--- config.mk ---
export PLATFORM = sky130hd
export DESIGN_NAME = mask_unit_read_resp_crossbar
export DESIGN_NICKNAME = d
export VERILOG_FILES = /design/src/rtl/mask_unit_resp_pkg.sv /design/src/rtl/mask_unit_resp_fifo.sv /design/src/rtl/mask_unit_read_resp_crossbar.sv
export SDC_FILE = /design/constraint.sdc
export NUM_CORES = 1
export LEC_CHECK = 0
export BUFFER_PORTS_ARGS = -buffer_cell sky130_fd_sc_hd__buf_2
export CAP_MARGIN = 0
export CORE_ASPECT_RATIO = 1.25
export CORE_MARGIN = 2
export CORE_UTILIZATION = 57
export DETAILED_ROUTE_END_ITERATION = 6
export PLACE_DENSITY = 0.81
export SETUP_SLACK_MARGIN = 0.3
export SLEW_MARGIN = 40
export SYNTH_ARGS = -nofsm -noshare
export SYNTH_HDL_FRONTEND = slang
export SYNTH_HIERARCHICAL = 1
export SYNTH_SLANG_ARGS = --single-unit
--- constraint.sdc ---
create_clock -name clock -period 5.49 [get_ports clock]
set_clock_uncertainty 0.2 [all_clocks]
set_input_delay 0.549 -clock clock [delete_from_list [all_inputs] [get_ports clock]]
set_output_delay 0.549 -clock clock [all_outputs]
set_load 0.005 [all_outputs]
--- src/rtl/mask_unit_resp_pkg.sv ---
// Shared types and constants for the mask unit read-response crossbar.
// Optional feature macro: MASK_UNIT_RESP_PERF_EN (conflict counters).
package mask_unit_resp_pkg;

  function automatic int LANE_IDX_W(input int n);
    return (n <= 1) ? 1 : $clog2(n);
  endfunction

  localparam int RESP_LANES  = 4;
  localparam int RESP_DATA_W = 32;
  localparam int RESP_IDX_W  = LANE_IDX_W(RESP_LANES);
  localparam int RESP_OFF_W  = 2;
  localparam int PERF_CNT_W  = 16;

  typedef struct packed {
    logic [RESP_DATA_W-1:0] data;
    logic [RESP_IDX_W-1:0]  writeIndex;
    logic [RESP_OFF_W-1:0]  dataOffset;
  } resp_entry_t;

endpackage

--- src/rtl/mask_unit_resp_fifo.sv ---
// Per-lane response buffer: count-based full/empty, head visible
// combinationally, synchronous active-low reset.
module mask_unit_resp_fifo #(
  parameter int W     = 36,
  parameter int DEPTH = 2
) (
  input  logic         clock,
  input  logic         reset,
  input  logic         pushValid,
  output logic         pushReady,
  input  logic [W-1:0] pushData,
  input  logic         popEn,
  output logic         headValid,
  output logic [W-1:0] headData
);

  localparam int PW = $clog2(DEPTH);
  localparam int CW = PW + 1;

  logic [W-1:0]  mem [DEPTH];
  logic [PW-1:0] wrPtr;
  logic [PW-1:0] rdPtr;
  logic [CW-1:0] count;
  logic          doPush;
  logic          doPop;

  assign pushReady = count < CW'(DEPTH);
  assign headValid = count != '0;
  assign headData  = mem[rdPtr];
  assign doPush    = pushValid & pushReady;
  assign doPop     = popEn & headValid;

  // Pointer and occupancy bookkeeping.
  always_ff @(posedge clock) begin
    if (!reset) begin
      wrPtr <= '0;
      rdPtr <= '0;
      count <= '0;
    end else begin
      if (doPush) wrPtr <= wrPtr + 1'b1;
      if (doPop)  rdPtr <= rdPtr + 1'b1;
      unique case ({doPush, doPop})
        2'b10:   count <= count + CW'(1);
        2'b01:   count <= count - CW'(1);
        default: count <= count;
      endcase
    end
  end

  // Storage; contents are don't-care until written.
  always_ff @(posedge clock) begin
    if (doPush) mem[wrPtr] <= pushData;
  end

endmodule

--- src/rtl/mask_unit_read_resp_crossbar.sv ---
// Lane read-response return crossbar with per-requester round-robin.
// Optional feature macro: MASK_UNIT_RESP_PERF_EN (conflict_cnt port).
module mask_unit_read_resp_crossbar
  import mask_unit_resp_pkg::*;
#(
  parameter int LANES      = 4,
  parameter int DATA_W     = 32,
  parameter int FIFO_DEPTH = 2
) (
  input  logic                                 clock,
  input  logic                                 reset,
  input  logic [LANES-1:0]                     lane_valid,
  output logic [LANES-1:0]                     lane_ready,
  input  logic [LANES*DATA_W-1:0]              lane_data,
  input  logic [LANES*LANE_IDX_W(LANES)-1:0]   lane_writeIndex,
  input  logic [LANES*2-1:0]                   lane_dataOffset,
  output logic [LANES-1:0]                     req_valid,
  input  logic [LANES-1:0]                     req_ready,
  output logic [LANES*DATA_W-1:0]              req_data,
  output logic [LANES*2-1:0]                   req_dataOffset,
  output logic [LANES*LANE_IDX_W(LANES)-1:0]   req_srcLane
`ifdef MASK_UNIT_RESP_PERF_EN
  ,
  output logic [LANES*PERF_CNT_W-1:0]          conflict_cnt
`endif
);

  localparam int IDX_W = LANE_IDX_W(LANES);
  localparam int OFF_W = 2;
  localparam int EW    = DATA_W + IDX_W + OFF_W;

  logic [EW-1:0]    headData [LANES];
  logic [IDX_W-1:0] headIdx  [LANES];
  logic [LANES-1:0] headValid;
  logic [LANES-1:0] popEn;
  logic [LANES-1:0] popMat   [LANES];

  for (genvar i = 0; i < LANES; i++) begin : gLane
    logic [EW-1:0] pushData;

    assign pushData = {
      lane_data[i*DATA_W +: DATA_W],
      lane_writeIndex[i*IDX_W +: IDX_W],
      lane_dataOffset[i*OFF_W +: OFF_W]
    };

    mask_unit_resp_fifo #(
      .W     (EW),
      .DEPTH (FIFO_DEPTH)
    ) uFifo (
      .clock     (clock),
      .reset     (reset),
      .pushValid (lane_valid[i]),
      .pushReady (lane_ready[i]),
      .pushData  (pushData),
      .popEn     (popEn[i]),
      .headValid (headValid[i]),
      .headData  (headData[i])
    );

    assign headIdx[i] = headData[i][OFF_W +: IDX_W];
  end

  // Each lane head targets one requester, so OR-ing pops is safe.
  always_comb begin
    popEn = '0;
    for (int r = 0; r < LANES; r++) begin
      for (int i = 0; i < LANES; i++) begin
        popEn[i] = popEn[i] | popMat[r][i];
      end
    end
  end

  for (genvar r = 0; r < LANES; r++) begin : gReq
    logic [LANES-1:0] cand;
    logic [IDX_W-1:0] rrPtr;
    logic [IDX_W-1:0] grantIdx;
    logic             anyCand;
    logic             fire;

    // Lanes whose head is addressed to this requester.
    always_comb begin
      cand = '0;
      for (int i = 0; i < LANES; i++) begin
        cand[i] = headValid[i] && (headIdx[i] == IDX_W'(r));
      end
    end

    // Round-robin search starting at rrPtr, wrapping mod LANES.
    always_comb begin
      logic [IDX_W-1:0] idx;
      idx      = '0;
      anyCand  = 1'b0;
      grantIdx = rrPtr;
      for (int k = 0; k < LANES; k++) begin
        idx = rrPtr + IDX_W'(k);
        if (!anyCand && cand[idx]) begin
          anyCand  = 1'b1;
          grantIdx = idx;
        end
      end
    end

    assign fire      = anyCand & req_ready[r];
    assign popMat[r] = fire ? (LANES'(1) << grantIdx) : '0;
    assign req_valid[r] = anyCand;

    assign req_data[r*DATA_W +: DATA_W] = anyCand ?
      headData[grantIdx][OFF_W+IDX_W +: DATA_W] : '0;
    assign req_dataOffset[r*OFF_W +: OFF_W] = anyCand ?
      headData[grantIdx][0 +: OFF_W] : '0;
    assign req_srcLane[r*IDX_W +: IDX_W] = anyCand ?
      grantIdx : '0;

    // Advance priority past the lane just served.
    always_ff @(posedge clock) begin
      if (!reset) begin
        rrPtr <= '0;
      end else if (fire) begin
        rrPtr <= grantIdx + 1'b1;
      end
    end

`ifdef MASK_UNIT_RESP_PERF_EN
    logic [PERF_CNT_W-1:0] confCnt;

    // Saturating count of cycles with contending lanes.
    always_ff @(posedge clock) begin
      if (!reset) begin
        confCnt <= '0;
      end else if (($countones(cand) > 1) && (confCnt != '1)) begin
        confCnt <= confCnt + 1'b1;
      end
    end

    assign conflict_cnt[r*PERF_CNT_W +: PERF_CNT_W] = confCnt;
`endif
  end

endmodule

==> results.md, run 1 <==
* Critical Path Source Type: register
* Top delay family on crit path: simple AND/OR/NAND/NOR gates
* Static Leak at 8.23 nW
* Critical path's slowest cell: or3_2
* Synthesis-stage register bit count at 316
* GR Overflow Total at 0
* I/O pins at 306
* Initial antenna violation count at 0
* Total power at 0.0125 W
* Vias in the first global route at 14500
* WP data arrival at 4.36 ns
* Max-slew violation count at 0
* R2R setup slack at 1.19 ns
* Post-synth top area cell: edfxtp_1
* Post-synth EDFFs at 288
* Crit-path max FO at 19
* Fin. Hold Viols at 0
* Die W at 161 um
* Die height at 200 um
* Setup TNS at 0 ns
* 1st-pass router iterations at 7
* PortBufs at 305
* Clock-pin transition on the worst setup and hold timing paths at 0.07 ns
* Residual DRC at 7
* Placed inst area at 0.0194 mm^2
* Crit path cell chain: mux2_2 > or3b_1 > o311a_1 > buf_4 > or3_2 > buf_4 > mux2i_1 > a221oi_1 > buf_2
* CP peak stage delay at 0.79 ns
* Hold Path End: gLane[1].uFifo/mem[0][28]
* CTS tree: done
* Clock Path Buffers at 3
* Syn Inst Count at 1385
* Mapped Area at 0.0175 mm^2
* Sequential area share after synthesis at 0.527
* Routed WL at 64.5 mm
* Fmax at 196 MHz
* Fin crit share at 0.930
* GRT Total Usage at 0.390
* RR Endpoint: gLane[0].uFifo/count[1]
* Status: complete, but fails checks
* Max Cap Violations at 0
* Hold_sp: lane_data[56]
* Inserted Diodes at 0
* Die Area at 0.0321 mm^2
* Critical Path RT at 4.74 ns
* Initial DRC Count at 2129
* Clk_lat worst skew at 0.56 ns
* Ys async rst share at 0
* Pin count of the biggest net entering global routing at 72
* Top-count cell post-synth: edfxtp_1
* Sw Share at 0.444
* CP Capture Type: output pin
* Cell area after layout at 0.0218 mm^2
* Failing checks: design-rule violations
* Clock Sinks at 316
* Synth Warn # at 6
* Synth cell types at 75
* CTS buffer count at 30
* Synth top area cells: edfxtp_1 (49%), mux2_2 (9.3%), mux2i_1 (8.9%), dfxtp_1 (3.2%), a221oi_1 (2.8%)
* Worst Max-Slew Pin Slew at 0.859 ns
* Worst reg2reg path depth at 13
* Initial Utilization at 0.580
* Crit path top cell by count: buf_4
* Share of cells above drive strength 1 at 0.332
* Peak supply drop at 0.000677 V
* Vias per cell at 6.75
* Avg Inst Size Synth at 12.6 um^2
* Reg power frac at 0.254
* Slew margin rel. at 0.412
* First-pass GRT wire length at 92.3 mm
* Top FF cell, synth: edfxtp_1
* Post-synthesis net count at 1551
* Fin Hold WS at 0.00895 ns
* WL per Instance at 29.3 um
* Most frequent cells after synthesis: edfxtp_1 (288), mux2i_1 (155), mux2_2 (144), a21oi_1 (93), o22ai_1 (76)
* Row Count at 71
* Final setup violating endpoints at 0
* Post-layout min period at 5.11 ns
* # H-tree levels at 1
* Setup Crit Path Kind: reg2out
* Pwr dens at 573 mW/mm^2
* Fin nets at 1945
* Clock tree root driver cell: clkbuf_16
* Worst Hold Path Cells at 1
* Final Wtd Congestion at 0.996
* RSZ-0062 raised after global routing: no
* Via Count at 14900
* Cell Int Power at 0.00694 W
* Clock Power Share at 0.168
* Floorplan core area at 0.0301 mm^2
* Gate power share at 0.577
* Hold Crit Class: in2reg
* Placed cell count at 2008
* Sw power at 0.00555 W
* Post-CTS resize count at 0
* CP bufs+invs at 3
* Synth top area share at 0.495
* DPL Wire Length at 43.2 mm
* Area Growth Syn to Fin at 24.7%
* Final std cells w/o fill at 2204
* Antenna-violating nets left at 0
-- flip-flops by register name, summed over array words and instances, names as in the netlist, named ones only --
| register | count |
|---|---|
| gLane.uFifo/rdPtr | 4 |
| gLane.uFifo/mem | 288 |
| gLane.uFifo/wrPtr | 4 |
| gLane.uFifo/count | 8 |
| gReq.rrPtr | 8 |
-- power groups by stage --
stage / logic, W / registers, W / clock network [W]
floorplan: 0.00439 / 0.00314 / 0
global placement: 0.00667 / 0.00319 / 0
detailed placement: 0.00679 / 0.00322 / 0
CTS: 0.00690 / 0.00317 / 0.00209
global route: 0.00744 / 0.00321 / 0.00220
finish: 0.00721 / 0.00318 / 0.00210
-- how the worst max path moves through the flow --
stage	to	cells past startpoint	from	slack, ns
floorplan	gLane[0].uFifo/count[1]	18	register	1.24
global placement	req_data[10]	9	register	0.70
detailed placement	req_data[10]	9	register	0.84
CTS	req_data[52]	8	register	0.47
global route	req_data[9]	9	register	0.31
finish	req_data[9]	9	register	0.38
-- cells in the final DEF (no fill, tap or decap), drive strengths merged, types with 6 or more instances in the layout --
master	synthesis	layout
nand2	10	10
and2	16	16
nor4b	18	18
nor2	19	19
and3	9	9
inv	68	70
buf	75	351
clkbuf	53	40
clkinv	0	9
nor2b	11	11
o21a	8	8
o22ai	76	76
nand3	8	8
or3	6	6
a2111oi	20	20
mux2	144	144
xnor2	12	12
mux2i	155	155
dlygate4sd3	0	139
a221oi	69	69
nor4	37	37
nand3b	7	7
and3b	6	6
a31oi	35	35
edfxtp	288	288
ha	12	12
o21ai	30	30
dfxtp	28	28
a21oi	93	93
nand2b	7	7
-- stage by stage --
step,worst slack [ns],utilization
global placement,0.698,0.639
finish,0.384,0.724
global route,0.313,0.724
floorplan,1.24,-
detailed placement,0.842,0.644
CTS,0.469,0.723
-- per-layer routing --
| layer | GRT usage | up-vias | wire length, um |
|---|---|---|---|
| met3 | 0.0795 | 272 | 6180 |
| met1 | 0.438 | 7158 | 21500 |
| li1 | - | 6309 | - |
| met5 | 0 | - | 0 |
| met4 | 0.272 | 0 | 5220 |
| met2 | 0.673 | 1145 | 31600 |
-- worst reg2reg max path: cells and delay by family, from the launching register on --
kind / cells / cell delay, ns
buf+inv: 2 / 0.31
fa+ha+maj: 2 / 0.50
simple gates: 2 / 0.74
flops: 1 / 0.39
compound gates: 6 / 1.67
mux: 1 / 0.44
-- logic make-up (layout without fill, tap and decap cells) --
kind of cell,count (synthesis),in the layout,share of synthesized area
multiplexers,299,299,0.182
adder cells (fa/ha/maj),12,12,0.00859
flip-flops,316,316,0.527
buffers and inverters,196,614,0.0538
XOR/XNOR,12,12,0.00601
AND/OR/NAND/NOR,183,183,0.0739
AO/OA/AOI/OAI,367,367,0.149
-- final cells by class --
cell class	count	area (um^2)
flip-flops and latches	316	9210
fillers	1963	8320
multi-input cells	873	7470
repair buffers	490	3380
clock buffers	40	840
well taps	401	502
inverters	68	255
clock inverters	16	144
-- timing repair --
item / 4_1_cts / 5_1_grt
endpoints found under the hold margin: 274 / 4
hold buffers: 137 / 2
setup buffers: 1 / 0
setup endpoints to repair: 1 / 0
(Power assumes the default switching activity.)
==> inputs of run 2 (changes only) <==
--- a/config.mk
+++ b/config.mk
@@ -7,11 +7,13 @@
 export LEC_CHECK = 0
 export BUFFER_PORTS_ARGS = -buffer_cell sky130_fd_sc_hd__buf_2
 export CAP_MARGIN = 0
+export CELL_PAD_IN_SITES_DETAIL_PLACEMENT = 1
+export CELL_PAD_IN_SITES_GLOBAL_PLACEMENT = 2
 export CORE_ASPECT_RATIO = 1.25
 export CORE_MARGIN = 2
-export CORE_UTILIZATION = 57
+export CORE_UTILIZATION = 38
 export DETAILED_ROUTE_END_ITERATION = 6
-export PLACE_DENSITY = 0.81
+export PLACE_DENSITY_LB_ADDON = 0.1
 export SETUP_SLACK_MARGIN = 0.3
 export SLEW_MARGIN = 40
 export SYNTH_ARGS = -nofsm -noshare
==> results.md, run 2 (synthesized netlist as in run 1, its figures left out) <==
* Status: finished clean
* RSZ-0062 raised after global routing: no
* Die W at 196 um (+22%)
* Fmax at 203 MHz (+3.9%)
* Crit path cell chain: mux2_2 > and3b_1 > o311ai_4 > and3_1 > buf_12 > a221oi_1 > nor4_1 > buf_2
* Crit path capture: req_data[41]
* Pwr dens at 587 mW/mm^2 (+2.5%)
* Slew margin rel. at 0.424 (+0.0119)
* CTS buffer count at 34 (+13%)
* Row Count at 87 (+23%)
* Final setup violating endpoints at 0 (unchanged)
* PortBufs at 305 (unchanged)
* CP bufs+invs at 2 (-1)
* Vias per cell at 5.94 (-12%)
* Max reg flops at 288 (unchanged)
* Worst Max-Slew Pin Slew at 0.856 ns (-0.00348 ns)
* Largest registers: gLane.uFifo/mem (288), gLane.uFifo/count (8), gReq.rrPtr (8)
* Initial DRC Count at 936 (-56%)
* Antenna-violating nets left at 0 (unchanged)
* Fin. Hold Viols at 0 (unchanged)
* GR Overflow Total at 0 (unchanged)
* Setup TNS at 0 ns (unchanged)
* Max-slew violation count at 0 (unchanged)
* GRT Total Usage at 0.287 (-0.103)
* Fin nets at 1931 (-0.72%)
* Initial antenna violation count at 0 (unchanged)
* Static Leak at 8.24 nW (about the same)
* Floorplan core area at 0.0453 mm^2 (+50%)
* Critical Path RT at 4.74 ns (about the same)
* CTS tree: done
* Setup Crit Path Kind: reg2out
* Peak supply drop at 0.000382 V (-44%)
* Via Count at 14000 (-5.6%)
* Residual DRC at 0 (-7)
* Fin crit share at 0.895 (-0.0346)
* Critical Path Stages at 8 (-1)
* Crit-path max FO at 23 (+4)
* Critical Path Source Type: register
* Final Wtd Congestion at 0.921 (-7.5%)
* Hold Crit Class: in2reg
* Post-layout min period at 4.92 ns (-0.190 ns)
* RR Endpoint: gLane[0].uFifo/count[1]
* Share of cells above drive strength 1 at 0.335 (+0.00260)
* CP Capture Type: output pin
* DPL Wire Length at 50.6 mm (+17%)
* Clock Path Buffers at 3 (unchanged)
* Final std cells w/o fill at 2367 (+7.4%)
* Postcts setup bufs at 0 (-1)
* Area Growth Syn to Fin at 25.8%
* Routed WL at 69.5 mm (+7.8%)
* Max Cap Violations at 0 (unchanged)
* Clk_lat worst skew at 0.54 ns (-0.02 ns)
* I/O pins at 306 (unchanged)
* 1st-pass router iterations at 5 (-2)
* Clock tree root driver cell: clkbuf_16
* Worst Hold Path Cells at 1 (unchanged)
* Die height at 244 um (+22%)
* Most common cell after layout, fill and taps aside: buf_2
* WL per Instance at 29.4 um (+0.38%)
* WP data arrival at 4.17 ns (-0.19 ns)
* Most flop-heavy register: gLane.uFifo/mem
* CP peak stage delay at 0.71 ns (-0.08 ns)
* Die Area at 0.0477 mm^2 (+49%)
* Clock Sinks at 316 (unchanged)
* Worst reg2reg path depth at 12 (-1)
* Clock-pin transition on the worst setup and hold timing paths at 0.06 ns (about the same)
* Inserted Diodes at 0 (unchanged)
* # fillers at 4721 (+140%)
* R2R setup slack at 1.19 ns (about the same)
* Placed cell count at 2185 (+8.8%)
* Initial Utilization at 0.386 (-0.194)
* Top delay family on crit path: simple AND/OR/NAND/NOR gates
* Pin count of the biggest net entering global routing at 72 (unchanged)
* Vias in the first global route at 14700 (+0.92%)
* First-pass GRT wire length at 99.6 mm (+7.8%)
* Critical path's slowest cell: nor4_1
* Most frequent cells in the layout: buf_2 (305), edfxtp_1 (288), mux2i_1 (155)
* # H-tree levels at 2 (+1)
## run 2: cell count changes in the layout (fill, tap and decap cells not counted), moves of 2 or more
cell | previous run | this run
dlygate4sd3_1 | 139 | 120
clkbuf_16 | 31 | 35
bufinv_16 | 2 | 5
a2111oi_0 | 3 | 5
and3_1 | 5 | 7
clkbuf_1 | 6 | 8
clkbuf_8 | 3 | 1
clkinv_8 | 0 | 2
clkinvlp_4 | 3 | 1
## run 2: metal layers
metal / routed length, um / track usage
met1: 25200 / 0.311
met2: 37900 / 0.545
met3: 2920 / 0.0403
met4: 3570 / 0.139
met5: 0 / 0
## run 2: stage by stage
step                total power, W  cell area [um^2]  utilization  worst slack, ns  hold slack [ns]
floorplan                  0.00753             17500            -             1.24            0.286
global placement            0.0103             19500        0.430            0.560            0.308
detailed placement          0.0104             19600        0.433            0.700            0.328
CTS                         0.0129             21900        0.484            0.348         0.000285
global route                0.0135             22000        0.486            0.436          0.00363
finish                      0.0129             22000        0.486            0.574           0.0273
## run 2: layout make-up
class | count | area (um^2) | area share
Timing Repair Buffer | 472 | 3200 | 0.146
Clock inverter | 17 | 235 | 0.0107
Inverter | 68 | 255 | 0.0116
Clock buffer | 43 | 906 | 0.0412
Sequential cell | 316 | 9210 | 0.419
Tap cell | 578 | 723 | 0.0329
Multi-Input combinational cell | 873 | 7460 | 0.339
## run 2: power by group
part	leakage [nW]	internal (W)	switching, W
Combinational	4.77	0.00275	0.00463
Clock	0.548	0.00141	0.000952
Sequential	2.92	0.00301	0.000156
Total	8.24	0.00718	0.00573
## run 2: how the worst min path moves through the flow
stage | startpoint | to | slack, ns
floorplan | gLane[0].uFifo/count[1] | gLane[0].uFifo/count[1] | 0.29
finish | lane_data[67] | gLane[2].uFifo/mem[1][7] | 0.03
CTS | lane_writeIndex[1] | gLane[0].uFifo/mem[1][3] | 0.0003
global placement | gLane[3].uFifo/count[1] | gLane[3].uFifo/count[1] | 0.31
global route | lane_writeIndex[4] | gLane[2].uFifo/mem[1][2] | 0.004
detailed placement | gLane[3].uFifo/rdPtr | register | 0.33
## run 2: worst reg2reg max path: cells and delay by family (launching register included)
kind,cells,cell delay (ns)
DFF,1,0.37
AOI/OAI and AO/OA,5,1.54
and+or+nand+nor,3,0.99
adders and majority gates,2,0.57
buffers and inverters,1,0.16
muxes,1,0.42
## run 2: what timing repair did
action | CTS | global route
hold endpoints to repair | 234 | 4
hold buffers | 117 | 3
endpoints found under the setup margin | 16 | 0
resized for setup | 2 | 0
